===== config.mk =====
export PLATFORM = sky130hd
export DESIGN_NAME = neuron_cmd_sequencer
export DESIGN_NICKNAME = d
export VERILOG_FILES = /design/src/rtl/neuron_pkg.sv /design/src/rtl/neuron_cmd_sequencer.sv
export SDC_FILE = /design/constraint.sdc
export NUM_CORES = 1
export LEC_CHECK = 0
export ABC_CLOCK_PERIOD_IN_PS = 2000
export CAP_MARGIN = 20
export CORE_ASPECT_RATIO = 1.75
export CORE_UTILIZATION = 30
export CTS_CLUSTER_DIAMETER = 150
export DETAILED_ROUTE_END_ITERATION = 10
export PLACE_DENSITY_LB_ADDON = 0.15
export SKIP_LAST_GASP = 1
export SLEW_MARGIN = 20
export SYNTH_ARGS = -nofsm -noshare
export SYNTH_HDL_FRONTEND = slang
export SYNTH_SLANG_ARGS = --single-unit

===== constraint.sdc =====
create_clock -name clk -period 2 [get_ports clk]
set_input_delay 0.4 -clock clk [delete_from_list [all_inputs] [get_ports clk]]
set_output_delay 0.4 -clock clk [all_outputs]
set_load 0.1 [all_outputs]

===== src/rtl/neuron_pkg.sv =====
// Shared definitions for the neuron command sequencer: opcodes, FSM encodings,
// reset threshold and the saturating spike counter step.
package neuron_pkg;

    localparam logic [2:0] OP_LOAD_W = 3'd0;
    localparam logic [2:0] OP_LOAD_X = 3'd1;
    localparam logic [2:0] OP_SET_TH = 3'd2;
    localparam logic [2:0] OP_SET_SH = 3'd3;
    localparam logic [2:0] OP_RUN    = 3'd4;
    localparam logic [2:0] OP_CLEAR  = 3'd5;

    localparam int THETA_RST = 5;

    localparam logic [0:0] ST_IDLE = 1'b0;
    localparam logic [0:0] ST_RUN  = 1'b1;

    typedef struct packed {
        logic [2:0] op;
        logic [7:0] data;
    } cmd_t;

    // Spike counter sticks at 255 rather than wrapping.
    function automatic logic [7:0] sat_inc(input logic [7:0] count, input logic inc);
        return (inc && (count != 8'hFF)) ? count + 8'd1 : count;
    endfunction

endpackage


===== src/rtl/neuron_cmd_sequencer.sv =====
// Command-driven controller for the LIF neuron datapath: byte-serial weight/input
// loading, threshold/leak configuration and gated membrane updates for N timesteps.
module neuron_cmd_sequencer
    import neuron_pkg::*;
#(
    parameter int N_STAGES = 6
) (
    input  logic                    clk,
    input  logic                    reset,
    input  logic                    cmd_valid,
    output logic                    cmd_ready,
    input  logic [2:0]              cmd_op,
    input  logic [7:0]              cmd_data,
    output logic [2**N_STAGES-1:0]  w_o,
    output logic [2**N_STAGES-1:0]  x_o,
    output logic [2:0]              shift_o,
    output logic [N_STAGES+1:0]     minus_teta_o,
    output logic [N_STAGES+1:0]     prev_u_o,
    output logic                    was_spike_o,
    input  logic [N_STAGES+1:0]     u_in,
    input  logic                    spike_in,
    output logic                    busy,
    output logic                    step_done,
    output logic [7:0]              spike_count
);

    localparam int INPUTS = 2**N_STAGES;
    localparam int PREC   = N_STAGES + 2;
    localparam logic [PREC-1:0] MINUS_THETA_RST = PREC'(-THETA_RST);

    logic [0:0]        state_reg;
    logic [7:0]        steps_reg;
    logic [INPUTS-1:0] w_reg;
    logic [INPUTS-1:0] x_reg;
    logic [2:0]        shift_reg;
    logic [PREC-1:0]   minus_teta_reg;
    logic [PREC-1:0]   prev_u_reg;
    logic              was_spike_reg;
    logic [7:0]        spike_count_reg;
    logic              step_done_reg;

    cmd_t            cmd;
    logic            cmd_accept;
    logic [PREC-1:0] th_mag;

    assign cmd        = '{op: cmd_op, data: cmd_data};
    assign cmd_ready  = (state_reg == ST_IDLE) && !reset;
    assign cmd_accept = cmd_valid && cmd_ready;
    assign th_mag     = PREC'(cmd.data);

    always_ff @(posedge clk) begin
        if (reset) begin
            state_reg       <= ST_IDLE;
            steps_reg       <= 8'd0;
            w_reg           <= '0;
            x_reg           <= '0;
            shift_reg       <= 3'd0;
            minus_teta_reg  <= MINUS_THETA_RST;
            prev_u_reg      <= '0;
            was_spike_reg   <= 1'b0;
            spike_count_reg <= 8'd0;
            step_done_reg   <= 1'b0;
        end else begin
            step_done_reg <= 1'b0;
            if (state_reg == ST_RUN) begin
                // One neuron timestep per cycle; the last step hands back to IDLE.
                prev_u_reg      <= u_in;
                was_spike_reg   <= spike_in;
                spike_count_reg <= sat_inc(spike_count_reg, spike_in);
                steps_reg       <= steps_reg - 8'd1;
                if (steps_reg == 8'd1) begin
                    state_reg     <= ST_IDLE;
                    step_done_reg <= 1'b1;
                end
            end else if (cmd_accept) begin
                case (cmd.op)
                    OP_LOAD_W: w_reg          <= {w_reg[INPUTS-9:0], cmd.data};
                    OP_LOAD_X: x_reg          <= {x_reg[INPUTS-9:0], cmd.data};
                    OP_SET_TH: minus_teta_reg <= {PREC{1'b0}} - th_mag;
                    OP_SET_SH: shift_reg      <= cmd.data[2:0];
                    OP_RUN: begin
                        steps_reg <= cmd.data;
                        if (cmd.data == 8'd0) begin
                            step_done_reg <= 1'b1;
                        end else begin
                            state_reg <= ST_RUN;
                        end
                    end
                    OP_CLEAR: begin
                        prev_u_reg      <= '0;
                        was_spike_reg   <= 1'b0;
                        spike_count_reg <= 8'd0;
                    end
                    default: ;
                endcase
            end
        end
    end

    assign w_o          = w_reg;
    assign x_o          = x_reg;
    assign shift_o      = shift_reg;
    assign minus_teta_o = minus_teta_reg;
    assign prev_u_o     = prev_u_reg;
    assign was_spike_o  = was_spike_reg;
    assign busy         = (state_reg == ST_RUN);
    assign step_done    = step_done_reg;
    assign spike_count  = spike_count_reg;

endmodule


## Word level (Yosys, flattened, before mapping)

Cells that the tools add are included.

| operators by class | value |
|---|---|
| magnitude comparators | 0 |
| shift operators | 0 |
| multiply operators | 0 |
| reduce and logical (&&, ||, !) cells | 16 |
| add/subtract/negate cells | 3 |
| bitwise logic cells | 1 |
| mux-type cells | 21 |
| div/mod/pow operators | 0 |
| equality and inequality tests | 8 |

Operators by type and width:

| operator | number |
|---|---|
| 8-bit two-way mux | 8 |
| 3-bit AND reduction | 5 |
| 1-bit two-way mux | 13 |
| 8-bit by 1-bit adder with 8-bit output (second input constant) | 1 |
| 8-bit by 1-bit equality test with 1-bit output (second input constant) | 1 |
| 8-bit zero test | 1 |
| 8-bit inequality test (second input constant) | 1 |
| 1-bit by 8-bit subtractor with 8-bit output (first input constant) | 1 |
| 8-bit by 1-bit subtractor with 8-bit output (second input constant) | 1 |
| 3-bit by 2-bit equality test with 1-bit output (second input constant) | 2 |
| 3-bit equality test (second input constant) | 2 |
| 2-bit nonzero test | 3 |
| 2-bit AND reduction | 2 |
| 3-bit by 1-bit equality test with 1-bit output (second input constant) | 1 |
| 1-bit logical AND | 3 |
| 3-bit zero test | 1 |
| 2-bit by 1-bit inequality test with 1-bit output (second input constant) | 1 |
| 1-bit zero test | 1 |
| 1-bit inverter | 1 |

| word-level totals | value |
|---|---|
| bits of input ports | 23 |
| RAM bits | 0 |
| word-level logic and storage cells | 59 |
| memories kept | 0 |
| bits in read-only memories | 0 |
| register bits after elaboration | 166 |
| output and inout bits | 159 |
| latch bits | 0 |

## Longest topological paths before layout

Gate-level depths: netlist (run 1).

| depth | value |
|---|---|
| word-level depth | 5 |
| gate-level depth with buffers | 7 |
| depth with buffers taken out | 6 |

## Worst setup path before layout (run 1)

Ideal clock, no wire load.

| path | value |
|---|---|
| path type | flip-flop to output port |
| start | register state_reg, in the netlist busy |
| end | output port cmd_ready |
| data required time | 1.600 ns |
| arrival | 2.632 ns |
| buffers on the path | 3 |
| slack | -1.032 ns |
| stages on the path, launching flop included | 5 |
| path through | dfxtp_1 buf_2 clkbuf_1 clkbuf_1 nor2_1 |

| between the ends | value |
|---|---|
| longest elaborated chain between the ends | 2 |

RTL lines:

| element | RTL line | text |
|---|---|---|
| from (decl) | neuron_cmd_sequencer.sv:31 | `logic [0:0] state_reg;` |
| from (signal assigned) | neuron_cmd_sequencer.sv:53 | `state_reg <= ST_IDLE;` |
| from (signal assigned) | neuron_cmd_sequencer.sv:72 | `state_reg <= ST_IDLE;` |
| from (signal assigned) | neuron_cmd_sequencer.sv:86 | `state_reg <= ST_RUN;` |
| 1-bit inverter (no line) | - |  |
| 1-bit logical AND | neuron_cmd_sequencer.sv:47 | `assign cmd_ready = (state_reg == ST_IDLE) && !reset;` |
| to (decl) | neuron_cmd_sequencer.sv:11 | `output logic cmd_ready,` |

No other way between the ends.

## Worst setup path after layout (run 1)

Same ends and word-level chain as after synthesis.

==> results of run 1 <==
[final timing paths]
check / to / start
setup / recovery: cmd_ready / busy
hold reg to reg: w_o[62] / w_o[62]
hold / removal: spike_count[1] / reset
setup reg to reg: spike_count[4] / spike_count[1]
[through the flow]
| stage | TNS [ns] | std cells |
|---|---|---|
| 2_1_floorplan | 0 | 776 |
| 6_report | 0 | 1223 |
| 4_1_cts | 0 | 1223 |
| 5_1_grt | 0 | 1223 |
| 3_5_place_dp | -7.97 | 1191 |
| 3_3_place_gp | -7.14 | 1191 |
[routing by layer]
| metal | track usage, % | vias to the layer above |
|---|---|---|
| met5 | 0 | - |
| met4 | 7.41 | 0 |
| met3 | 4.35 | 20 |
| met2 | 29.9 | 146 |
| met1 | 18.3 | 2583 |
| li1 | - | 2943 |
[layout by cell type (no fill, tap or decap), drive strengths merged, types with 3 or more instances in the layout]
cell / n
clkinv: 3
ha: 4
and2: 3
a21oi: 149
nand4: 5
a2bb2oi: 3
nor4: 4
a31oi: 3
mux2i: 6
o21ai: 3
nand3: 11
nand3b: 14
inv: 7
buf: 200
o211ai: 6
nor2: 17
clkbuf: 25
dfxtp: 166
nand2: 286
nor4b: 3
nand2b: 5
xnor2: 4
clkdlybuf4s50: 21
[critical path: cells and delay by family (launching register included)]
family,cells,cell delay [ns]
buffers and inverters,2,0.44
DFF,1,0.49
and+or+nand+nor,1,0.07
[power by group through the flow]
stage               combinational (mW)  sequential (mW)  clock (mW)
global placement                 0.408             3.41           0
CTS                              0.409             3.34        3.42
global route                     0.432             3.34        3.55
detailed placement               0.408             3.41           0
floorplan                        0.161             3.49           0
finish                           0.403             3.34        3.31
[timing repair]
item                                    in CTS  in global routing
endpoints found under the setup margin       0                  2
hold buffers                                 0                  0
endpoints found under the hold margin        0                  0
gates resized for setup                      0                  1
[final cells by class]
cell class	count	area, µm²
multi-input cells	549	2650
fillers	2154	11700
well taps	248	310
inverters	7	26.3
clock inverters	7	91.3
repair buffers	221	1830
clock buffers	25	505
flip-flops and latches	166	3330
[logic make-up (layout without fill, tap and decap cells)]
kind of cell / Yosys count / count (layout) / synth area share, %
AND/OR/NAND/NOR: 357 / 357 / 24.1
AO/OA/AOI/OAI: 176 / 176 / 15.1
flip-flops: 166 / 166 / 52.8
buffers and inverters: 61 / 260 / 5.42
XOR/XNOR: 6 / 6 / 0.834
multiplexers: 6 / 6 / 0.953
adder cells (fa/ha/maj): 4 / 4 / 0.794
==> results by group, run 1 <==
Status
  • Status: finished with violations
  • Failing checks: DRC

Synthesis
  • Ys flop type: dfxtp_1
  • Avg Cell Area, Syn: 8.12 µm²
  • Synthesized flop and latch total: 166
  • Synth cell count leaders: 286 x nand2_1, 166 x dfxtp_1, 149 x a21oi_1, 35 x clkbuf_1, 17 x nor2_1
  • Post-synth EDFFs: 0
  • Cell taking the most area after synthesis: dfxtp_1
  • Ys async rst share: 0%
  • Cells taking the most area after synthesis: dfxtp_1 53%, nand2_1 17%, a21oi_1 12%
  • Post-Syn Nets: 803
  • Post-synth top area share: 52.8%
  • Cells after Synth: 776
  • Yosys warns: 0
  • Synthesized cell area: 6300 µm²
  • Synth unique cells: 43
  • Seq/Total Area, Yosys: 52.8%
  • Count leader, synth: nand2_1

Floorplan
  • Die area: 21600 µm²
  • Standard-cell row count: 69
  • Die Y-Extent: 194 µm
  • Initial Util: 30.8%
  • I/O Pins: 182
  • Core area: 20500 µm²
  • Die X: 112 µm

Timing
  • Max Clk Rate: 0.547 GHz
  • Fin crit period: 1.83 ns
  • Finish-stage setup viols: 0
  • Worst-margin pin slew: 0.845 ns
  • Clock Skew: 0.00814 ns
  • Unrepaired setup endpoints after global routing: false
  • Slew HR: 43.7%
  • Fin. Hold Viols: 0
  • Period utilisation layout: 91.4%
  • Hold Slack: 0.223 ns
  • Setup ws final: 0.171 ns
  • Slew Viols, Final: 0

Finish
  • P&R area growth vs syn: 38.9%
  • Share of layout cells above drive strength 1: 24.9%
  • Cell area after layout: 8750 µm²
  • Antenna Cells: 0
  • Finished Core Util: 42.8%
  • Nets@finish: 989

Worst setup path
  • Worst path slowest cell: dfxtp_4
  • Worst r2r path cells: 5
  • CP required: 1.60 ns
  • Setup CP Type: flip-flop to output port
  • Crit path max fanout: 20
  • Crit. End Element: output port
  • R2R Setup Slk: 0.32 ns
  • Crit path cell chain: buf_4 > nor2_4 > buf_12
  • Crit-path max cell delay: 0.49 ns
  • CP Launch Type: flip-flop
  • Critical Path AT: 1.43 ns

Power
  • Logic pwr share: 5.7%
  • Pwr Total: 7.05 mW
  • Worst vdd ir: 456 µV
  • Switch share: 22.6%
  • Clock share of power: 46.9%
  • Leakage: 3.42 nW
  • Flop pwr share: 47.4%
  • Pwr dens: 806 nW/µm²
  • P_int: 5.46 mW
  • Switching Power: 1.59 mW

Route
  • Initial DRC Count: 495
  • Met2 WL: 9530 µm
  • DRC viols: 14
  • WL met3: 918 µm
  • Via density: 4.65
  • Max layer used: met4
  • Pre-antenna DRT Iters: 8
  • Antenna viol nets, final: 0
  • WL/cell: 14.6 µm
  • Met1 wire length: 6970 µm
  • Total number of vias: 5692
  • Overall routed net length: 17900 µm

Global route
  • Total GRT Usage: 16.7%
  • Largest net degree at the start of global routing: 77
  • Vias in the first global route: 5189
  • Initial antenna violation count: 0
  • First-pass GRT wire length: 28300 µm
  • Grt total ovfl: 0

Placement
  • Detail Placement HPWL: 12300 µm
  • Final Wtd Congestion: 0.787
  • Place WS: -0.167 ns
  • # port buffers: 181
  • Cell Area, Placed: 8150 µm²

Clock tree
  • # clock sinks: 166
  • TritonCTS clock tree: done
  • CTS clk-pin slew, worst paths: 0.06 ns
  • Num CTS Buffers: 17
  • Root Buffer: clkbuf_16
  • H-tree levels: 4
  • Post-CTS Repair Setup Buffers: 0
  • CTS max path bufs: 2
  • Clock latency on the worst-skew pair: 0.42 ns

Flow run
  • Max_cap viols: 0

Worst hold path
  • Hold crit path type: primary input to flip-flop
  • Hold Path Depth: 2
(Power assumes the default switching activity.)
==> run 2, diff against run 1 <==
--- a/config.mk
+++ b/config.mk
@@ -11,6 +11,7 @@
 export CORE_UTILIZATION = 30
 export CTS_CLUSTER_DIAMETER = 150
 export DETAILED_ROUTE_END_ITERATION = 10
+export MAX_ROUTING_LAYER = met4
 export PLACE_DENSITY_LB_ADDON = 0.15
 export SKIP_LAST_GASP = 1
 export SLEW_MARGIN = 20
==> results by group, run 2 (synthesized netlist as in run 1, its figures left out) <==
Status
  • Status: finished with violations
  • Failing checks: DRC

Floorplan
  • Standard-cell row count: 69 (unchanged)
  • I/O Pins: 182 (unchanged)
  • Core area: 20500 µm² (unchanged)
  • Die X: 112 µm (unchanged)
  • Die area: 21600 µm² (unchanged)
  • Die Y-Extent: 194 µm (unchanged)
  • Initial Util: 30.8% (unchanged)

Clock tree
  • TritonCTS clock tree: done
  • Root Buffer: clkbuf_16
  • Num CTS Buffers: 17 (unchanged)
  • Post-CTS sizing: 0 (unchanged)
  • H-tree levels: 4 (unchanged)
  • # clock sinks: 166 (unchanged)
  • Hold_buf cts: 0 (unchanged)
  • Post-CTS Repair Setup Buffers: 0 (unchanged)
  • Clock latency on the worst-skew pair: 0.42 ns (about the same)
  • CTS max path bufs: 2 (unchanged)
  • CTS clk-pin slew, worst paths: 0.06 ns (about the same)

Worst hold path
  • Worst hold start: reset
  • Endpoint, Worst Hold: spike_count[1]
  • Hold crit path type: primary input to flip-flop
  • Hold Path Depth: 2 (unchanged)

Worst setup path
  • Critical Path AT: 1.44 ns (about the same)
  • R2R Path End: spike_count[4]
  • Crit. End Element: output port
  • FF-to-FF Start: spike_count[1]
  • Setup CP Type: flip-flop to output port
  • Worst r2r path cells: 5 (unchanged)
  • CP required: 1.60 ns (about the same)
  • R2R Setup Slk: 0.31 ns (about the same)
  • CP Launch Type: flip-flop
  • Crit path max fanout: 20 (unchanged)

Route
  • WL/cell: 14.6 µm (+0.27%)
  • Total number of vias: 5713 (+0.37%)
  • Via density: 4.67 (+0.37%)
  • Antenna viol nets, final: 0 (unchanged)
  • Pre-antenna DRT Iters: 8 (unchanged)
  • Initial DRC Count: 495 (unchanged)
  • DRC viols: 14 (unchanged)
  • Overall routed net length: 17900 µm (+0.27%)

Power
  • Clock share of power: 46.9% (about the same)
  • Flop pwr share: 47.4% (about the same)
  • P_int: 5.46 mW (unchanged)
  • Switch share: 22.5% (-0.063 points)
  • Switching Power: 1.58 mW (-0.36%)
  • Pwr dens: 805 nW/µm² (about the same)
  • Leakage: 3.42 nW (unchanged)
  • Worst vdd ir: 455 µV (-0.21%)
  • Logic pwr share: 5.7% (about the same)

Global route
  • Largest net degree at the start of global routing: 77 (unchanged)
  • Vias in the first global route: 5194 (+0.096%)
  • Total GRT Usage: 17.2% (+0.52 points)
  • Initial antenna violation count: 0 (unchanged)
  • Grt total ovfl: 0 (unchanged)
  • First-pass GRT wire length: 28400 µm (+0.22%)

Timing
  • Hold Slack: 0.227 ns (+0.00329 ns)
  • Slew Viols, Final: 0 (unchanged)
  • Fin. Hold Viols: 0 (unchanged)
  • Setup ws final: 0.162 ns (-0.00942 ns)
  • Max Clk Rate: 0.544 GHz (-0.51%)
  • Finish-stage setup viols: 0 (unchanged)
  • Setup TNS: 0 ns (unchanged)
  • Fin crit period: 1.84 ns (+0.00942 ns)
  • Unrepaired setup endpoints after global routing: false
  • Slew HR: 44.4% (+0.73 points)
  • Period utilisation layout: 91.9% (+0.47 points)
  • Clock Skew: 0.0101 ns (+0.00195 ns)
  • Worst-margin pin slew: 0.834 ns (-0.0109 ns)

Placement
  • Place WS: -0.167 ns (unchanged)
  • # port buffers: 181 (unchanged)
  • Placed cell count: 1191 (unchanged)
  • Detail Placement HPWL: 12300 µm (unchanged)
  • Final Wtd Congestion: 0.799 (+1.4%)

Finish
  • Share of layout cells above drive strength 1: 24.9% (unchanged)
  • Most frequent cells in the layout: 284 x nand2_1, 190 x buf_4, 160 x dfxtp_1, 149 x a21oi_1, 21 x clkdlybuf4s50_1
  • Non-filler instance count after layout: 1223 (unchanged)
  • P&R area growth vs syn: 38.9% (unchanged)
  • Most common cell after layout, fill and taps aside: nand2_1
  • Antenna Cells: 0 (unchanged)
  • Nets@finish: 989 (unchanged)

Flow run
  • Max_cap viols: 0 (unchanged)
==> run 2: cell counts in the layout (fill, tap and decap cells not counted) <==
Identical to the previous run, type by type.
==> run 2: power by group through the flow <==
stage | sequential [mW] | combinational, mW | clock, mW
2_1_floorplan | 3.49 | 0.161 | 0
3_3_place_gp | 3.41 | 0.408 | 0
3_5_place_dp | 3.41 | 0.408 | 0
4_1_cts | 3.34 | 0.409 | 3.42
5_1_grt | 3.34 | 0.432 | 3.55
6_report | 3.34 | 0.403 | 3.30
==> run 2: layout make-up <==
class	count	area, µm²
clock buffers	25	505
multi-input cells	549	2650
inverters	7	26.3
fillers	2154	11700
flip-flops and latches	166	3330
well taps	248	310
clock inverters	7	91.3
repair buffers	221	1830
==> run 2: through the flow <==
step	util, %	power [mW]	cell area (µm²)
3_5_place_dp	39.8	3.82	8150
3_3_place_gp	39.8	3.82	8150
4_1_cts	42.7	7.16	8740
5_1_grt	42.8	7.32	8750
2_1_floorplan	-	3.65	6320
6_report	42.8	7.05	8750
==> run 2: worst max path at each step <==
stage | startpoint | to | slack, ns | cells after the start
2_1_floorplan | busy | cmd_ready | 0.03 | 4
3_3_place_gp | cmd_op[1] | steps_reg[2] | -0.16 | 7
3_5_place_dp | cmd_op[1] | steps_reg[2] | -0.17 | 7
4_1_cts | spike_count[1] | spike_count[4] | 0.08 | 5
5_1_grt | busy | cmd_ready | 0.07 | 3
6_report | busy | cmd_ready | 0.16 | 3
==> run 2: layer usage <==
| layer | vias up | track usage [%] | wire length (µm) |
|---|---|---|---|
| met5 | - | - | 0 |
| met4 | 0 | 7.56 | 399 |
| met3 | 19 | 4.06 | 957 |
| met2 | 167 | 29.8 | 9580 |
| met1 | 2585 | 18.6 | 6970 |
| li1 | 2942 | - | - |
==> run 2: worst max-delay path, stage by stage, from the launching register on <==
cell and delay (ns):
dfxtp_4 0.49, buf_4 0.28, nor2_4 0.07, buf_12 0.16
==> run 3, diff against run 2 <==
--- a/config.mk
+++ b/config.mk
@@ -8,7 +8,7 @@
 export ABC_CLOCK_PERIOD_IN_PS = 2000
 export CAP_MARGIN = 20
 export CORE_ASPECT_RATIO = 1.75
-export CORE_UTILIZATION = 30
+export CORE_UTILIZATION = 45
 export CTS_CLUSTER_DIAMETER = 150
 export DETAILED_ROUTE_END_ITERATION = 10
 export MAX_ROUTING_LAYER = met4
==> results by group, run 3 (synthesized netlist as in run 1, its figures left out) <==
Finish
  • Nets@finish: 984 (-0.51%)
  • Most frequent cells in the layout: 284 x nand2_1, 187 x buf_4, 160 x dfxtp_1, 149 x a21oi_1, 21 x clkdlybuf4s50_1
  • Area of the multi-input gates: 2650 µm² (unchanged)
  • FILL cells: 1211 (-44%)
  • Finished Core Util: 63.4% (+21 points)
  • Antenna Cells: 0 (unchanged)
  • Share of layout cells above drive strength 1: 24.7% (-0.18 points)
  • Reg area: 3330 µm² (unchanged)
  • Most common cell after layout, fill and taps aside: nand2_1
  • P&R area growth vs syn: 36.1%
  • Non-filler instance count after layout: 1144 (-6.5%)

Floorplan
  • Die area: 14500 µm² (-33%)
  • I/O Pins: 182 (unchanged)
  • Die Y-Extent: 159 µm (-18%)
  • Standard-cell row count: 56 (-19%)
  • Core area: 13500 µm² (-34%)
  • Initial Util: 46.6% (+16 points)
  • Die X: 91.4 µm (-18%)

Timing
  • Worst-margin pin slew: 0.752 ns (-0.0821 ns)
  • Max Clk Rate: 0.553 GHz (+1.7%)
  • Period utilisation layout: 90.4% (-1.5 points)
  • Slew Viols, Final: 0 (unchanged)
  • Fin. Hold Viols: 0 (unchanged)
  • Finish-stage setup viols: 0 (unchanged)
  • Clock Skew: 0.00730 ns (-0.00278 ns)
  • Unrepaired setup endpoints after global routing: false
  • Fin crit period: 1.81 ns (-0.0302 ns)
  • Setup ws final: 0.192 ns (+0.0302 ns)
  • Setup TNS: 0 ns (unchanged)
  • Slew HR: 49.9% (+5.5 points)

Global route
  • First-pass GRT wire length: 25400 µm (-10%)
  • Vias in the first global route: 5265 (+1.4%)
  • Initial antenna violation count: 0 (unchanged)
  • Total GRT Usage: 22.8% (+5.5 points)
  • Largest net degree at the start of global routing: 76 (-1.3%)
  • Grt total ovfl: 0 (unchanged)

Placement
  • Detail Placement HPWL: 11500 µm (-6.3%)
  • Place WS: -0.111 ns (+0.0559 ns)
  • Final Wtd Congestion: 0.823 (+3.0%)
  • Placed cell count: 1112 (-6.6%)
  • # port buffers: 181 (unchanged)

Clock tree
  • Post-CTS Repair Setup Buffers: 0 (unchanged)
  • H-tree levels: 4 (unchanged)
  • Post-CTS sizing: 0 (unchanged)
  • # clock sinks: 166 (unchanged)
  • CTS max path bufs: 2 (unchanged)
  • Num CTS Buffers: 17 (unchanged)
  • Root Buffer: clkbuf_16
  • Clock latency on the worst-skew pair: 0.41 ns (about the same)
  • Hold_buf cts: 0 (unchanged)
  • TritonCTS clock tree: done
  • CTS clk-pin slew, worst paths: 0.07 ns (about the same)

Worst setup path
  • Crit-path max cell delay: 0.51 ns (+0.02 ns)
  • Crit. End Element: output port
  • Setup CP Type: flip-flop to output port
  • CP Launch Type: flip-flop
  • CP delay by family, top: flip-flops
  • Critical Path AT: 1.41 ns (-0.03 ns)
  • CP required: 1.60 ns (about the same)
  • Crit path max fanout: 22 (+10%)
  • Worst path slowest cell: dfxtp_4
  • Buf/Inv on CP: 2 (unchanged)
  • Crit path cell chain: buf_4 > nor2_4 > buf_12

Route
  • Overall routed net length: 16100 µm (-10%)
  • Via density: 5.04 (+7.8%)
  • DRC viols: 0 (-14)
  • Total number of vias: 5762 (+0.86%)
  • Pre-antenna DRT Iters: 4 (-4)
  • Initial DRC Count: 221 (-55%)
  • Antenna viol nets, final: 0 (unchanged)
  • WL/cell: 14.0 µm (-4.0%)

Worst hold path
  • Hold crit path type: primary input to flip-flop

Power
  • Pwr dens: 798 nW/µm² (-0.90%)
  • Worst vdd ir: 621 µV (+37%)
  • Pwr Total: 6.85 mW (-2.9%)
  • Leakage: 3.37 nW (-1.5%)

Status
  • Status: finished, final reports clean

Flow run
  • Max_cap viols: 0 (unchanged)
run 3: cell types whose count changed in the layout (fill, tap and decap cells not counted), sizes merged:
cell      change
clkbuf        -7
clkinvlp      +1
bufinv        -1
inv           +5
clkinv        +2
buf           -5
run 3: worst paths after layout:
check | endpoint | depth (start not counted) | start | slack, ns
max | cmd_ready | 3 | busy | 0.19
min | spike_count[1] | 2 | reset | 0.31
max reg2reg | steps_reg[7] | 4 | busy | 0.36
min reg2reg | w_o[62] | 2 | w_o[62] | 0.45
run 3: power by group:
part / switching, mW / internal [mW]
Clock: 1.36 / 1.75
Combinational: 0.258 / 0.133
Sequential: 0.0174 / 3.32
Total: 1.64 / 5.21
run 3: area by class of cell:
type,count,area share [%]
inverter,7,0.306
timing repair buffer,216,20.7
clock inverter,14,1.65
sequential,166,38.9
multi-input combinational,549,30.9
tap,174,2.54
clock buffer,18,5.00
run 3: layer usage:
layer	vias to the layer above	routed length, µm	GRT usage (%)
li1	2939	-	-
met1	2619	6260	25.0
met2	172	8760	40.4
met3	32	604	3.49
met4	0	452	10.4
met5	-	0	-
run 3: stage by stage:
stage,hold WS [ns],cell area (µm²)
6_report,0.315,8580
3_3_place_gp,0.442,8000
4_1_cts,0.306,8570
3_5_place_dp,0.448,8000
2_1_floorplan,0.457,6320
5_1_grt,0.316,8580
